### config.mk
export PLATFORM = sky130hd
export DESIGN_NAME = hilo_mul_ctrl
export DESIGN_NICKNAME = d
export VERILOG_FILES = /design/src/rtl/hilo_pkg.sv /design/src/rtl/mulu_fixup.sv /design/src/rtl/hilo_mul_ctrl.sv
export SDC_FILE = /design/constraint.sdc
export NUM_CORES = 1
export LEC_CHECK = 0
export CAP_MARGIN = 10
export CORE_MARGIN = 4
export CORE_UTILIZATION = 25
export CTS_BUF_LIST = sky130_fd_sc_hd__clkbuf_8
export DETAILED_ROUTE_END_ITERATION = 10
export SYNTH_ARGS = -nofsm -noshare
export SYNTH_HDL_FRONTEND = slang
export SYNTH_HIERARCHICAL = 1
export SYNTH_SLANG_ARGS = --single-unit
### constraint.sdc
create_clock -name clk_i -period 4 [get_ports clk_i]
set_clock_uncertainty 0.05 [all_clocks]
set_input_delay 0.6 -clock clk_i [delete_from_list [all_inputs] [get_ports clk_i]]
set_output_delay 0.6 -clock clk_i [all_outputs]
set_load 0.02 [all_outputs]
### src/rtl/hilo_pkg.sv
// Shared definitions for the HI/LO multiply controller: op codes, FSM states, defaults.
// Latency: n/a (definitions only).
// Backpressure: n/a.
package hilo_pkg;

    // Pipeline op codes
    localparam logic [2:0] OP_MULT  = 3'b000;
    localparam logic [2:0] OP_MULTU = 3'b001;
    localparam logic [2:0] OP_MTHI  = 3'b010;
    localparam logic [2:0] OP_MTLO  = 3'b011;
    localparam logic [2:0] OP_MADD  = 3'b100;

    // Maximum cycles spent in LAUNCH+BUSY before the operation is aborted
    localparam int TIMEOUT_DEFAULT = 64;

    typedef enum logic [1:0] {
        ST_IDLE   = 2'd0,
        ST_LAUNCH = 2'd1,
        ST_BUSY   = 2'd2,
        ST_FIX    = 2'd3
    } state_e;

    // How the raw multiplier result is folded into HI/LO in FIX
    typedef enum logic [1:0] {
        K_MULT  = 2'd0,
        K_MULTU = 2'd1,
        K_MADD  = 2'd2
    } kind_e;

endpackage

### src/rtl/mulu_fixup.sv
// Result shaping for the signed Booth multiplier: unsigned HI correction and optional MADD accumulate.
// Latency: purely combinational.
// Backpressure: none.
//
// Ports: x_i/y_i latched operands, mul_hi_i/mul_lo_i raw signed product, acc_hi_i/acc_lo_i
// current HI/LO, kind_i result kind, hi_o/lo_o values to load into HI/LO.
// Optional feature macro: HILO_MADD_EN (adds the 2*WIDTH accumulate adder).
module mulu_fixup
    import hilo_pkg::*;
#(
    parameter int WIDTH = 32
) (
    input  logic [WIDTH-1:0] x_i,
    input  logic [WIDTH-1:0] y_i,
    input  logic [WIDTH-1:0] mul_hi_i,
    input  logic [WIDTH-1:0] mul_lo_i,
    input  logic [WIDTH-1:0] acc_hi_i,
    input  logic [WIDTH-1:0] acc_lo_i,
    input  kind_e            kind_i,
    output logic [WIDTH-1:0] hi_o,
    output logic [WIDTH-1:0] lo_o
);

    // A signed product differs from the unsigned one only in the upper half:
    // each operand with its MSB set contributes the other operand * 2^WIDTH.
    logic [WIDTH-1:0] hi_unsigned;
    assign hi_unsigned = mul_hi_i
                       + (x_i[WIDTH-1] ? y_i : '0)
                       + (y_i[WIDTH-1] ? x_i : '0);

`ifdef HILO_MADD_EN
    logic [2*WIDTH-1:0] acc_sum;
    assign acc_sum = {acc_hi_i, acc_lo_i} + {mul_hi_i, mul_lo_i};
`else
    logic unused_acc;
    assign unused_acc = ^{acc_hi_i, acc_lo_i};
`endif

    always_comb begin
        hi_o = mul_hi_i;
        lo_o = mul_lo_i;
        case (kind_i)
            K_MULTU: hi_o = hi_unsigned;
`ifdef HILO_MADD_EN
            K_MADD: begin
                hi_o = acc_sum[2*WIDTH-1:WIDTH];
                lo_o = acc_sum[WIDTH-1:0];
            end
`endif
            default: ;
        endcase
    end

endmodule

### src/rtl/hilo_mul_ctrl.sv
// HI/LO register owner: launches MULT/MULTU(/MADD) on the Booth multiplier, executes MTHI/MTLO.
// Latency: MTHI/MTLO 1 cycle; multiplies update HI/LO one cycle after mul_ready_i is seen high.
// Backpressure: op_ready_o is high only in IDLE; the pipeline holds its op while busy_o is high.
//
// Ports: clk_i/rst_n_i clock and async active-low reset; op_valid_i/op_ready_o/op_code_i/
// rs_val_i/rt_val_i op handshake; hi_out_o/lo_out_o architectural HI/LO; busy_o HI/LO pending;
// timeout_err_o sticky abort flag; mul_x_o/mul_y_o/mul_start_o/mul_hi_i/mul_lo_i/mul_ready_i
// multiplier interface (level Start/Ready handshake).
// Optional feature macro: HILO_MADD_EN (op code 100 = signed multiply-accumulate).
module hilo_mul_ctrl
    import hilo_pkg::*;
#(
    parameter int WIDTH   = 32,
    parameter int TIMEOUT = TIMEOUT_DEFAULT
) (
    input  logic             clk_i,
    input  logic             rst_n_i,
    input  logic             op_valid_i,
    output logic             op_ready_o,
    input  logic [2:0]       op_code_i,
    input  logic [WIDTH-1:0] rs_val_i,
    input  logic [WIDTH-1:0] rt_val_i,
    output logic [WIDTH-1:0] hi_out_o,
    output logic [WIDTH-1:0] lo_out_o,
    output logic             busy_o,
    output logic             timeout_err_o,
    output logic [WIDTH-1:0] mul_x_o,
    output logic [WIDTH-1:0] mul_y_o,
    output logic             mul_start_o,
    input  logic [WIDTH-1:0] mul_hi_i,
    input  logic [WIDTH-1:0] mul_lo_i,
    input  logic             mul_ready_i
);

    localparam int CW = $clog2(TIMEOUT) + 1;
    localparam logic [CW-1:0] CNT_LAST = CW'(TIMEOUT - 1);

    state_e           state_q;
    kind_e            kind_q;
    logic [CW-1:0]    cnt_q;
    logic [WIDTH-1:0] hi_q, lo_q, x_q, y_q;
    logic             start_q, busy_q, ready_q, terr_q;

    // Op decode: which codes start a multiply and how their result is folded in
    logic  dec_mul;
    kind_e dec_kind;

    always_comb begin
        dec_mul  = 1'b0;
        dec_kind = K_MULT;
        case (op_code_i)
            OP_MULT:  dec_mul = 1'b1;
            OP_MULTU: begin
                dec_mul  = 1'b1;
                dec_kind = K_MULTU;
            end
`ifdef HILO_MADD_EN
            OP_MADD: begin
                dec_mul  = 1'b1;
                dec_kind = K_MADD;
            end
`endif
            default: ;
        endcase
    end

    logic [WIDTH-1:0] fix_hi, fix_lo;

    mulu_fixup #(.WIDTH(WIDTH)) u_fixup (
        .x_i      (x_q),
        .y_i      (y_q),
        .mul_hi_i (mul_hi_i),
        .mul_lo_i (mul_lo_i),
        .acc_hi_i (hi_q),
        .acc_lo_i (lo_q),
        .kind_i   (kind_q),
        .hi_o     (fix_hi),
        .lo_o     (fix_lo)
    );

    logic accept;
    assign accept = op_valid_i && ready_q;

    always_ff @(posedge clk_i or negedge rst_n_i) begin
        if (!rst_n_i) begin
            state_q <= ST_IDLE;
            kind_q  <= K_MULT;
            cnt_q   <= '0;
            hi_q    <= '0;
            lo_q    <= '0;
            x_q     <= '0;
            y_q     <= '0;
            start_q <= 1'b0;
            busy_q  <= 1'b0;
            ready_q <= 1'b0;
            terr_q  <= 1'b0;
        end else begin
            case (state_q)
                ST_IDLE: begin
                    ready_q <= 1'b1;
                    if (accept) begin
                        if (op_code_i == OP_MTHI) begin
                            hi_q <= rs_val_i;
                        end else if (op_code_i == OP_MTLO) begin
                            lo_q <= rs_val_i;
                        end else if (dec_mul) begin
                            x_q     <= rs_val_i;
                            y_q     <= rt_val_i;
                            kind_q  <= dec_kind;
                            cnt_q   <= '0;
                            start_q <= 1'b1;
                            busy_q  <= 1'b1;
                            ready_q <= 1'b0;
                            state_q <= ST_LAUNCH;
                        end
                        // any other code is consumed without effect
                    end
                end
                ST_LAUNCH: begin
                    if (cnt_q == CNT_LAST) begin
                        terr_q  <= 1'b1;
                        start_q <= 1'b0;
                        busy_q  <= 1'b0;
                        ready_q <= 1'b1;
                        state_q <= ST_IDLE;
                    end else begin
                        cnt_q <= cnt_q + 1'b1;
                        // Ready still high here is left over from the previous op;
                        // only its fall proves this Start was taken.
                        if (!mul_ready_i) begin
                            state_q <= ST_BUSY;
                        end
                    end
                end
                ST_BUSY: begin
                    if (mul_ready_i) begin
                        start_q <= 1'b0;
                        state_q <= ST_FIX;
                    end else if (cnt_q == CNT_LAST) begin
                        terr_q  <= 1'b1;
                        start_q <= 1'b0;
                        busy_q  <= 1'b0;
                        ready_q <= 1'b1;
                        state_q <= ST_IDLE;
                    end else begin
                        cnt_q <= cnt_q + 1'b1;
                    end
                end
                ST_FIX: begin
                    // Start is already low this cycle, guaranteeing a low gap before relaunch
                    hi_q    <= fix_hi;
                    lo_q    <= fix_lo;
                    busy_q  <= 1'b0;
                    ready_q <= 1'b1;
                    state_q <= ST_IDLE;
                end
                default: state_q <= ST_IDLE;
            endcase
        end
    end

    assign op_ready_o    = ready_q;
    assign hi_out_o      = hi_q;
    assign lo_out_o      = lo_q;
    assign busy_o        = busy_q;
    assign timeout_err_o = terr_q;
    assign mul_x_o       = x_q;
    assign mul_y_o       = y_q;
    assign mul_start_o   = start_q;

endmodule
==> impl_metrics.ini <==
[sta]
slew_headroom_pct = 40.3
rsz0062_at_grt = no
clock.fmax_ghz = 0.265
tightest_slew_ps = 895
finalMaxSlewViolations = 0
hold_viol = 0
layout_setup_ws_ps = 228
finalCritPeriodShare_pct = 94.3
setup_tns_ps = 0
setup_viol = 0
final.min_clock_period_ps = 3770

[power]
p_per_area_mw_per_mm2 = 860
peakVddDrop_v = 0.000429
leakagePower_uw = 0.00561
fin_total_pwr_uw = 11300

[die]
ioPinCount = 267
dieArea_mm2 = 0.0406
die_w_um = 202
rows = 70
start_util_pct = 25.5
fp.dieH_um = 202
core_area_mm2 = 0.0368

[routing]
antenna_left = 0
drt-total-wl_mm = 32.5
route.detailed.drc = 0
dr.pass1.iters = 4
drt_first_iter_violations = 403
routedWlPerCell_um = 18.8
vias_per_cell = 4.69
vias = 8102

[min_path]
holdCritPathClass = in -> async

[synthesis]
netlist.area_leader.share_pct = 37.9
synth.avg_cell_area_um2 = 9.61
synthCells = 974
synthArstFlopShare_pct = 100
yosysSeqAreaShare_pct = 37.9
yosysWarnings = 6
synth_enable_flop_cells = 0
synthTopCellsByArea = dfrtp_1 (38%), a21oi_1 (8.6%), mux2_2 (6.9%)
synthFlopType = dfrtp_1
ys_ff_latch = 142
syn_area_mm2 = 0.00936
ys_types = 70
yosysTopAreaCell = dfrtp_1

[clock_network]
post-cts-setup-buffers = 0
numCtsBuffers = 17
clock_latency_ps = 490
cts_tree = yes
cts_resized = 0
clockRootBuffer = clkbuf_8
htreeDepth = 4
clkTransAtPathRegs_ps = 80
ctsLongestPathBuffers = 2
postCtsHoldBufs = 0
clock-sinks = 142

[placement]
hpwl_mm = 25.5
dp_slack_ps = -163
portBuffers = 266
place_congestion = 0.847
dpl.cell_count = 1693

[layout]
fin_nets = 1446
regArea_mm2 = 0.00355
area_delta_synth_final_pct = 40.2
instances_no_fill = 1728
multi_input_area_mm2 = 0.00531
mostFrequentLayoutCell = clkdlybuf4s50_1
fill_cells = 3782
layout-drive-gt1-share_pct = 13.8
final_cell_mix = clkdlybuf4s50_1 (265), a21oi_1 (161), dfrtp_1 (142)

[critical_path]
r2r-start = mul_y_o[31]
cp.arrival_ps = 4090
critPathKind = reg -> reg
worstPathRequired_ps = 4310
cp-end-kind = flip-flop
cp-start-kind = flip-flop
regToRegEndpoint = hi_out_o[28]
r2r_cells = 14
r2r_setup_slack_ps = 230
critPathMaxFanout = 12

[status]
status = completed

[global_route]
track_usage_pct = 15.7
grt_pass1_wl_mm = 49.8
grt_overflow_total = 0
grt_pass1_vias = 8326
antenna_found_initial = 4
grt_max_degree = 87

[job]
cap_violations = 0
-- how the worst max path moves through the flow --
stage                start            to  slack (ps)
6_report       mul_y_o[31]  hi_out_o[28]         230
5_1_grt        mul_x_o[31]  hi_out_o[29]           5
2_1_floorplan  mul_x_o[31]  hi_out_o[31]         400
3_3_place_gp   mul_hi_i[1]  hi_out_o[28]        -140
3_5_place_dp   mul_hi_i[0]  hi_out_o[29]        -160
4_1_cts        mul_x_o[31]  hi_out_o[29]         210
-- metrics by stage --
step / utilization [%] / hold slack, ps / area, um2
floorplan: - / 254 / 9370
global placement: 34.4 / 409 / 12700
detailed placement: 34.4 / 419 / 12700
CTS: 35.7 / 138 / 13100
global route: 35.7 / 163 / 13100
finish: 35.7 / 135 / 13100
-- registers in the layout, summed over array words and instances (netlist names) --
register       flops
mul_x_o           32
timeout_err_o      1
op_ready_o         1
lo_out_o          32
cnt_q              7
mul_y_o           32
hi_out_o          32
kind_q             1
mul_start_o        1
busy_o             1
state_q            2
-- critical path, cell delays in order (launching register included) --
cell and delay (ps):
dfrtp_1 440, buf_4 210, and2_1 160, fa_1 470, ha_1 300, a21oi_1 120, nor2b_1 80, a311o_2 420
a311oi_1 390, o21bai_1 190, a2bb2oi_1 260, xor2_1 180, o21ai_1 110, a21oi_1 180, a21oi_1 80
-- Yosys cell counts, drive strengths merged (5+ instances only) --
master	count
fa	32
buf	60
a21oi	162
nand3	9
nor2	92
nor3	5
mux2	66
dfrtp	142
and3	8
xor2	13
and2	64
xnor2	13
nand2	61
inv	12
nor2b	39
a21o	12
a31oi	5
ha	35
clkbuf	19
nand2b	9
o21ai	51
-- kinds of logic (layout without fill, tap and decap cells) --
group,count (synthesis),after routing,share of synthesized area [%]
compound gates,274,274,17.7
xor+xnor,26,26,2.43
fa+ha+maj,67,67,11.5
buf+inv,91,373,5.63
flops,142,142,37.9
mux,67,67,8.04
other cells,1,5,0.0400
simple gates,306,306,16.7
-- routing by layer --
| metal | track usage [%] | wire length [um] | vias to the layer above |
|---|---|---|---|
| met3 | 4.61 | 1900 | 27 |
| met1 | 21.0 | 14900 | 3936 |
| met4 | 4.47 | 485 | 2 |
| li1 | - | - | 3929 |
| met5 | 0 | 20 | - |
| met2 | 24.9 | 15200 | 208 |
-- cell type report --
cell class | instances | share of cell area (%)
inverter | 12 | 0.343
tap | 468 | 4.46
clock inverter | 14 | 1.56
antenna | 3 | 0.0572
timing repair buffer | 329 | 24.2
clock buffer | 18 | 1.89
multi-input combinational | 742 | 40.4
sequential | 142 | 27.1
-- where the power goes --
group          total (uW)  internal, uW  switching, uW
clock network        1370           709            657
registers            2680          2120            554
logic                7240          3410           3830
total               11300          6240           5040
Note: power is estimated with default switching activity, not from simulation.
